`config.mk`:
```
export PLATFORM = sky130hd
export DESIGN_NAME = fp_div_seq
export DESIGN_NICKNAME = d
export VERILOG_FILES = /design/src/rtl/fp_div_seq.sv
export SDC_FILE = /design/constraint.sdc
export NUM_CORES = 1
export LEC_CHECK = 0
export CORE_UTILIZATION = 35
export DETAILED_ROUTE_END_ITERATION = 7
export PLACE_DENSITY_LB_ADDON = 0.15
export SLEW_MARGIN = 25
export SYNTH_ARGS = -nofsm -noshare
export SYNTH_HDL_FRONTEND = slang
export SYNTH_SLANG_ARGS = --single-unit
```
`constraint.sdc`:
```
create_clock -name clk -period 6.4 [get_ports clk]
set_input_delay 1.28 -clock clk [delete_from_list [all_inputs] [get_ports clk]]
set_output_delay 1.28 -clock clk [all_outputs]
set_load 0.02 [all_outputs]
```
`src/rtl/fp_div_seq.sv`:
```
`timescale 1ns/1ps
`default_nettype none
// ============================================================================
//  Module   : fp_div_seq
//  Purpose  : Multi-cycle IEEE-754 floating-point divider (a / b).
//             Restoring radix-2 mantissa division, one quotient bit per
//             cycle. Round-to-nearest-even, special-operand handling and
//             exception flags. Subnormal inputs are flushed to zero, and
//             results that would be subnormal are also flushed to zero.
//  Ports    : clk    - clock, rising edge
//             rst    - asynchronous active-high reset
//             start  - request, sampled only while idle
//             a, b   - dividend / divisor, captured on the accepted start
//             busy   - high whenever the unit is not idle
//             done   - one-cycle pulse, result and flags valid
//             result - quotient, held until the next accepted start
//             flags  - {invalid, divzero, overflow, underflow, inexact}
//  Revision : 1.0 - initial release
// ============================================================================
module fp_div_seq #(
  parameter int EXP_W = 8,
  parameter int MAN_W = 23
) (
  input  logic                     clk,
  input  logic                     rst,
  input  logic                     start,
  input  logic [EXP_W+MAN_W:0]     a,
  input  logic [EXP_W+MAN_W:0]     b,
  output logic                     busy,
  output logic                     done,
  output logic [EXP_W+MAN_W:0]     result,
  output logic [4:0]               flags
);

  localparam int W  = 1 + EXP_W + MAN_W;
  localparam int Q  = MAN_W + 3;
  localparam int EW = EXP_W + 2;
  localparam int CW = $clog2(Q + 1);

  localparam logic signed [EW-1:0] BIAS = EW'((2 ** (EXP_W - 1)) - 1);
  localparam logic signed [EW-1:0] EMAX = EW'((2 ** EXP_W) - 1);
  localparam logic [W-1:0] QNAN = {1'b0, {EXP_W{1'b1}}, 1'b1, {(MAN_W-1){1'b0}}};

  typedef enum logic [2:0] {
    S_IDLE   = 3'd0,
    S_UNPACK = 3'd1,
    S_DIV    = 3'd2,
    S_ROUND  = 3'd3,
    S_DONE   = 3'd4
  } state_t;

  state_t state, state_nxt;

  // Captured operands and division datapath
  logic [W-1:0]          op_a, op_b;
  logic                  res_sign;
  logic signed [EW-1:0]  exp_acc;
  logic [MAN_W+1:0]      rem;
  logic [MAN_W:0]        mant_b;
  logic [Q-1:0]          quot;
  logic [CW-1:0]         bit_cnt;

  // Operand classification
  logic [EXP_W-1:0] ea, eb;
  logic [MAN_W-1:0] fa, fb;
  logic a_nan, b_nan, a_inf, b_inf, a_zero, b_zero, a_snan, b_snan;
  logic sign_res;

  assign ea = op_a[W-2:MAN_W];
  assign eb = op_b[W-2:MAN_W];
  assign fa = op_a[MAN_W-1:0];
  assign fb = op_b[MAN_W-1:0];

  assign a_nan  = (&ea) & (|fa);
  assign b_nan  = (&eb) & (|fb);
  assign a_inf  = (&ea) & ~(|fa);
  assign b_inf  = (&eb) & ~(|fb);
  // A zero exponent covers both true zero and flushed subnormals.
  assign a_zero = ~(|ea);
  assign b_zero = ~(|eb);
  assign a_snan = a_nan & ~fa[MAN_W-1];
  assign b_snan = b_nan & ~fb[MAN_W-1];
  assign sign_res = op_a[W-1] ^ op_b[W-1];

  // Special-operand result, evaluated in priority order
  logic           special;
  logic [W-1:0]   spec_res;
  logic [4:0]     spec_flags;

  always_comb begin
    special    = 1'b1;
    spec_res   = '0;
    spec_flags = '0;
    if (a_nan | b_nan) begin
      spec_res      = QNAN;
      spec_flags[4] = a_snan | b_snan;
    end else if ((a_zero & b_zero) | (a_inf & b_inf)) begin
      spec_res      = QNAN;
      spec_flags[4] = 1'b1;
    end else if (b_zero & ~a_inf) begin
      spec_res      = {sign_res, {EXP_W{1'b1}}, {MAN_W{1'b0}}};
      spec_flags[3] = 1'b1;
    end else if (a_inf) begin
      spec_res      = {sign_res, {EXP_W{1'b1}}, {MAN_W{1'b0}}};
    end else if (a_zero | b_inf) begin
      spec_res      = {sign_res, {(W-1){1'b0}}};
    end else begin
      special       = 1'b0;
    end
  end

  // One restoring step
  logic             rem_ge;
  logic [MAN_W+1:0] rem_sub;

  assign rem_ge  = rem >= {1'b0, mant_b};
  assign rem_sub = rem_ge ? (rem - {1'b0, mant_b}) : rem;

  // Normalise and round
  logic [Q-1:0]         qn;
  logic signed [EW-1:0] e_norm, e_fin;
  logic [MAN_W:0]       mant;
  logic [MAN_W+1:0]     mant_r;
  logic [MAN_W-1:0]     frac_out;
  logic                 guard, rnd, sticky, inc, inexact;
  logic [W-1:0]         rnd_res;
  logic [4:0]           rnd_flags;

  always_comb begin
    // Quotient lies in (0.5, 2); a clear MSB means one left shift.
    qn       = quot[Q-1] ? quot : {quot[Q-2:0], 1'b0};
    e_norm   = quot[Q-1] ? exp_acc : (exp_acc - EW'(1));
    mant     = qn[Q-1:2];
    guard    = qn[1];
    rnd      = qn[0];
    sticky   = |rem;
    inc      = guard & (rnd | sticky | mant[0]);
    mant_r   = {1'b0, mant} + {{(MAN_W+1){1'b0}}, inc};
    frac_out = mant_r[MAN_W-1:0];
    e_fin    = e_norm;
    if (mant_r[MAN_W+1]) begin
      frac_out = mant_r[MAN_W:1];
      e_fin    = e_norm + EW'(1);
    end
    inexact   = guard | rnd | sticky;
    rnd_res   = {res_sign, e_fin[EXP_W-1:0], frac_out};
    rnd_flags = {4'b0000, inexact};
    if (e_fin >= EMAX) begin
      rnd_res   = {res_sign, {EXP_W{1'b1}}, {MAN_W{1'b0}}};
      rnd_flags = 5'b00101;
    end else if (e_fin[EW-1] || (e_fin == '0)) begin
      rnd_res   = {res_sign, {(W-1){1'b0}}};
      rnd_flags = 5'b00011;
    end
  end

  // FSM state register
  always_ff @(posedge clk or posedge rst) begin
    if (rst) begin
      state <= S_IDLE;
    end else begin
      state <= state_nxt;
    end
  end

  // FSM next state and status outputs
  always_comb begin
    state_nxt = state;
    busy      = (state != S_IDLE);
    done      = (state == S_DONE);
    case (state)
      S_IDLE:   if (start) state_nxt = S_UNPACK;
      S_UNPACK: state_nxt = special ? S_DONE : S_DIV;
      S_DIV:    if (bit_cnt == CW'(Q - 1)) state_nxt = S_ROUND;
      S_ROUND:  state_nxt = S_DONE;
      S_DONE:   state_nxt = S_IDLE;
      default:  state_nxt = S_IDLE;
    endcase
  end

  // Datapath registers
  always_ff @(posedge clk or posedge rst) begin
    if (rst) begin
      op_a     <= '0;
      op_b     <= '0;
      res_sign <= 1'b0;
      exp_acc  <= '0;
      rem      <= '0;
      mant_b   <= '0;
      quot     <= '0;
      bit_cnt  <= '0;
      result   <= '0;
      flags    <= '0;
    end else begin
      case (state)
        S_IDLE: begin
          if (start) begin
            op_a <= a;
            op_b <= b;
          end
        end
        S_UNPACK: begin
          res_sign <= sign_res;
          if (special) begin
            result <= spec_res;
            flags  <= spec_flags;
          end else begin
            rem     <= {1'b0, 1'b1, fa};
            mant_b  <= {1'b1, fb};
            exp_acc <= $signed({2'b00, ea}) - $signed({2'b00, eb}) + BIAS;
            quot    <= '0;
            bit_cnt <= '0;
          end
        end
        S_DIV: begin
          quot    <= {quot[Q-2:0], rem_ge};
          rem     <= rem_sub << 1;
          bit_cnt <= bit_cnt + CW'(1);
        end
        S_ROUND: begin
          result <= rnd_res;
          flags  <= rnd_flags;
        end
        default: ;
      endcase
    end
  end

endmodule
`default_nettype wire

```
After elaboration in Yosys (flattened, before gate mapping)
Cells that the tools add are included.

storage, ports and cells
  bits in registers = 195
  logic and storage cells = 112
  output and inout bits = 39

cells by class
  add/sub/neg operators = 7
  eq/ne operators = 9
  order comparisons = 2
  bitwise logic cells = 27
  reductions and logical operators = 18
  mux-type cells = 38

operator list
  cell                   count
  $mux 32                6
  $pmux 32 s2            1
  $mux 31                2
  $mux 26                2
  $pmux 26 s2            1
  $pmux 25 s2            1
  $reduce_or 23->1       2
  $add 24x1->25          1
  $ge 25x24->1           1
  $mux 25                1
  $reduce_or 25->1       1
  $mux 24                1
  $sub 24x24->24         1
  $mux 23                1
  $mux 10                2
  $pmux 5 s2             2
  $reduce_and 8->1       2
  $reduce_or 8->1        2
  $mux 3                 4
  $pmux 3 s4             1
  $add 10x2->10 const B  1
  $add 9x8->10 const B   1
  $and 1x1->1            10
  $ge 10x9->1 const B    1
  other kinds (20)       53

Longest topological paths before layout
  word-level depth = 11
  depth in mapped cells = 18
  mapped depth without buffers = 13

Worst setup path before layout
OpenSTA, ideal clock, no wires.

  kind = flip-flop to flip-flop
  from = register quot[25]
  to = register result[11]
  cell stages (with the launch flop) = 18
  path buffers = 6
  slack = 1.805 ns
  arrival = 4.473 ns
  cells stage by stage = dfrtp_1 > buf_4 > buf_2 > buf_1 > clkbuf_1 > clkbuf_1 > nand2_1 > a21oi_1 > ha_1 > nand3_1 > nor4b_4 > nand4_2 > nand2b_4 > o41a_1 > o21ai_4 > nor3b_4 > buf_6 > a32o_1

on the way
  cells in the longest elaborated chain, start to end = 11
  elaborated cells on any way between the ends = 15
  classes of those cells = add/sub: 2; order compare: 1; mux: 7; bitwise: 3; reduce/logical: 2

RTL lines
  item                                                                   line  text
  from (decl)                                                            60    logic [Q-1:0] quot;
  from (signal assigned)                                                 216   quot <= {quot[Q-2:0], rem_ge};
  parallel branches: the longest is 9 deep, another holds $add 24x1->25  n/a
  $mux 31 *                                                              148   if (e_fin >= EMAX) begin
  $pmux 32 s2 *                                                          195   case (state)
  to (signal assigned)                                                   205   result <= spec_res;
  to (signal assigned)                                                   221   result <= rnd_res;
  to (decl)                                                              31    output logic [EXP_W+MAN_W:0] result,

Mark *: on every way between the ends.
A chain may end at the register's enable or synchronous reset.

Worst setup path in the final report
  from = register quot[25]
  to = register result[17]

Same word-level chain as after synthesis.

==> flow_summary.toml <==
[power_and_ir_drop]
p_leak_nw = 5.82
power_density_nw_per_um2 = 534
p_int_mw = 4.07
p_total_mw = 7.33
p_clk_frac = 0.146
peakVddDrop_mv = 0.258
p_sw_frac = 0.445
p_switching_mw = 3.26
pwr-share-comb = 0.545
power_frac_seq = 0.309

[final_layout]
finalNetCount = 1403
diodes = 0
syn_to_final_growth_pct = 17.1
multi_input_area_um2 = 6370
regArea_um2 = 4880
num-fill-cells = 3260
final_layout_size_suffix_gt1_frac = 0.131

[placement]
place.gp.congestion = 0.881
portBuffers = 105
post-dp-hpwl_mm = 21.5

[detailed_routing]
drt_pass1_iterations = 5
ant_nets = 0
routedWlPerCell_um = 16.8
wl_met1_mm = 14.6
drtIter0Drc = 510
route.met3.wl_um = 796
top_layer_used = "met4"
vias_per_cell = 5.21
via_count = 9121
wl_mm = 29.5
drcViolationCount = 0
wl_met2_mm = 13.8

[sta]
rsz0062_at_grt = "false"
period_minus_slack_ps = 4460
finalSetupViolCount = 0
slew_viol_final = 0
finalSetupTns_ps = 0
fin_crit_sh = 0.697
hold_violations = 0
clock_skew_ps = 14.2
max_slew.worst_pin.slew_ps = 939
slew_headroom = 0.374
hold_ws_ps = 452
fmaxAchievable_mhz = 224

[grt]
grt_util_all_layers = 0.179
antenna_found_initial = 0
grt_overflow = 0
grt_pass1_wl_mm = 48.1
grt_pass1_vias = 8795
grt_max_degree = 158

[clocking]
htreeDepth = 4
cts_inserted_buffers = 17
hold_buffers = 0
cts_resized = 0
cts_tree = "yes"
clk_latency_ps = 450
clkTransAtPathRegs_ps = 70
post_cts_buffers = 0
clockBufferDepth = 2
root_buffer = "clkbuf_16"
cts_sinks = 195

[setup_path]
arrival_ps = 4840
reg2reg_slack_ps = 1940
endpoint_kind = "flop"
setup.worst_path.start_class = "flop"
critPathRequiredTime_ps = 6780
crit_fanout = 29
worstSetupPathType = "flop to flop"

[synthesis]
yosysWarnings = 0
netlist_instances = 1232
synth_edf_count = 0
synth.distinct_cells = 78
yosys_register_bits = 195
syn_area_um2 = 11700
ys_seq_area_frac = 0.416
avgSynthCellArea_um2 = 9.52
synthArstFlopShare = 1.00
synth_top_flop_cell = "dfrtp_1"
synth_nets = 1339

[floorplanning]
die_w_um = 185
start_util = 0.358
core_area_um2 = 32800
dieArea_um2 = 34200
num_rows = 66
num_io_pins = 106
die_h_um = 185

[status]
outcome = "complete, no violations"

[hold_path]
hold_path_class = "flop to flop"

[job]
max-cap-violations = 0
==> sequential cells by signal, summed over array words and instances (netlist names) <==
name / cells
bit_cnt: 5
exp_acc: 10
flags: 5
mant_b: 24
op_a: 32
op_b: 32
quot: 26
rem: 25
res_sign: 1
result: 32
state: 3
==> layout by cell type (no fill, tap or decap), types with 8 or more instances in the layout <==
cell and n:
dfrtp_1 194, nand2_1 166, clkdlybuf4s50_1 105, mux2_2 103, nor2_1 67, inv_1 56
o21ai_0 56, nand3_1 51, a21oi_1 46, xnor2_1 43, ha_1 38, xor2_1 32
nor4_1 25, mux2i_1 24, nor3_1 23, nand4_1 21, a31oi_1 19, clkbuf_16 17
a32o_1 14, a21o_1 13, nor2b_1 11, or3_1 10, a22o_1 10, o21a_1 9
buf_4 9, and2_1 8, o31ai_1 8
==> stage by stage <==
stage               area (um^2)  setup WS, ps  utilization  instances
floorplan                 11700          1810            -       1232
global placement          13200          2040        0.401       1719
detailed placement        13200          1960        0.401       1719
CTS                       13700          1910        0.419       1751
global route              13700          1560        0.419       1751
finish                    13700          1940        0.419       1751
==> per-layer routing <==
layer  global-route usage  up-vias
li1                     -     4527
met1                0.248     4417
met2                0.289      154
met3               0.0303       23
met4               0.0423        0
met5                    0        -
==> critical path, stage by stage, from the launching register on <==
cell and delay, ps:
dfrtp_2 630, nand2b_1 300, a21oi_1 170, ha_1 230, nand3_1 200, nor4b_4 570, nand3_1 560, nand4_1 280
a211oi_1 110, a31oi_2 250, nor3b_4 790, a32o_1 280
==> worst paths after layout <==
check	depth (start not counted)	endpoint	startpoint
hold reg to reg	2	mant_b[23]	mant_b[23]
hold / removal	2	mant_b[23]	mant_b[23]
max in group asynchronous	3	rem[11]	rst
setup / recovery	11	result[17]	quot[25]
setup reg to reg	11	result[17]	quot[25]
min in group asynchronous	2	quot[13]	rst
==> Yosys cell counts (19+ instances only) <==
master / instances / share of area
xnor2_1: 43 / 0.032
nand2_1: 166 / 0.053
a21oi_1: 46 / 0.020
ha_1: 38 / 0.041
xor2_1: 32 / 0.024
inv_1: 57 / 0.018
nor2_1: 68 / 0.022
nand4_1: 21 / 0.011
nor4_1: 25 / 0.013
a31oi_1: 19 / 0.010
o21ai_0: 56 / 0.024
clkbuf_1: 59 / 0.019
nand3_1: 51 / 0.022
mux2_2: 103 / 0.099
mux2i_1: 24 / 0.020
dfrtp_1: 195 / 0.42
nor3_1: 23 / 0.0098
==> cells by family (layout without fill, tap and decap cells) <==
logic type | count (synthesis) | after routing | synth area share
flops | 195 | 195 | 0.416
simple gates | 431 | 431 | 0.185
xor+xnor | 76 | 76 | 0.0574
buf+inv | 127 | 204 | 0.0427
mux | 127 | 127 | 0.119
compound gates | 236 | 236 | 0.136
fa+ha+maj | 40 | 40 | 0.0440
==> power by group through the flow <==
stage	combinational (mW)	clock (mW)	sequential [mW]
2_1_floorplan	3.10	0	2.13
3_3_place_gp	3.95	0	2.28
3_5_place_dp	3.99	0	2.29
4_1_cts	4.02	1.10	2.27
5_1_grt	4.46	1.15	2.35
6_report	4.00	1.07	2.27
==> cell type report <==
| type | instances | area share |
|---|---|---|
| tap | 442 | 0.0403 |
| sequential | 195 | 0.356 |
| multi-input combinational | 910 | 0.464 |
| inverter | 57 | 0.0159 |
| clock buffer | 19 | 0.0315 |
| clock inverter | 13 | 0.00994 |
| timing repair buffer | 115 | 0.0830 |
(Power assumes the default switching activity.)
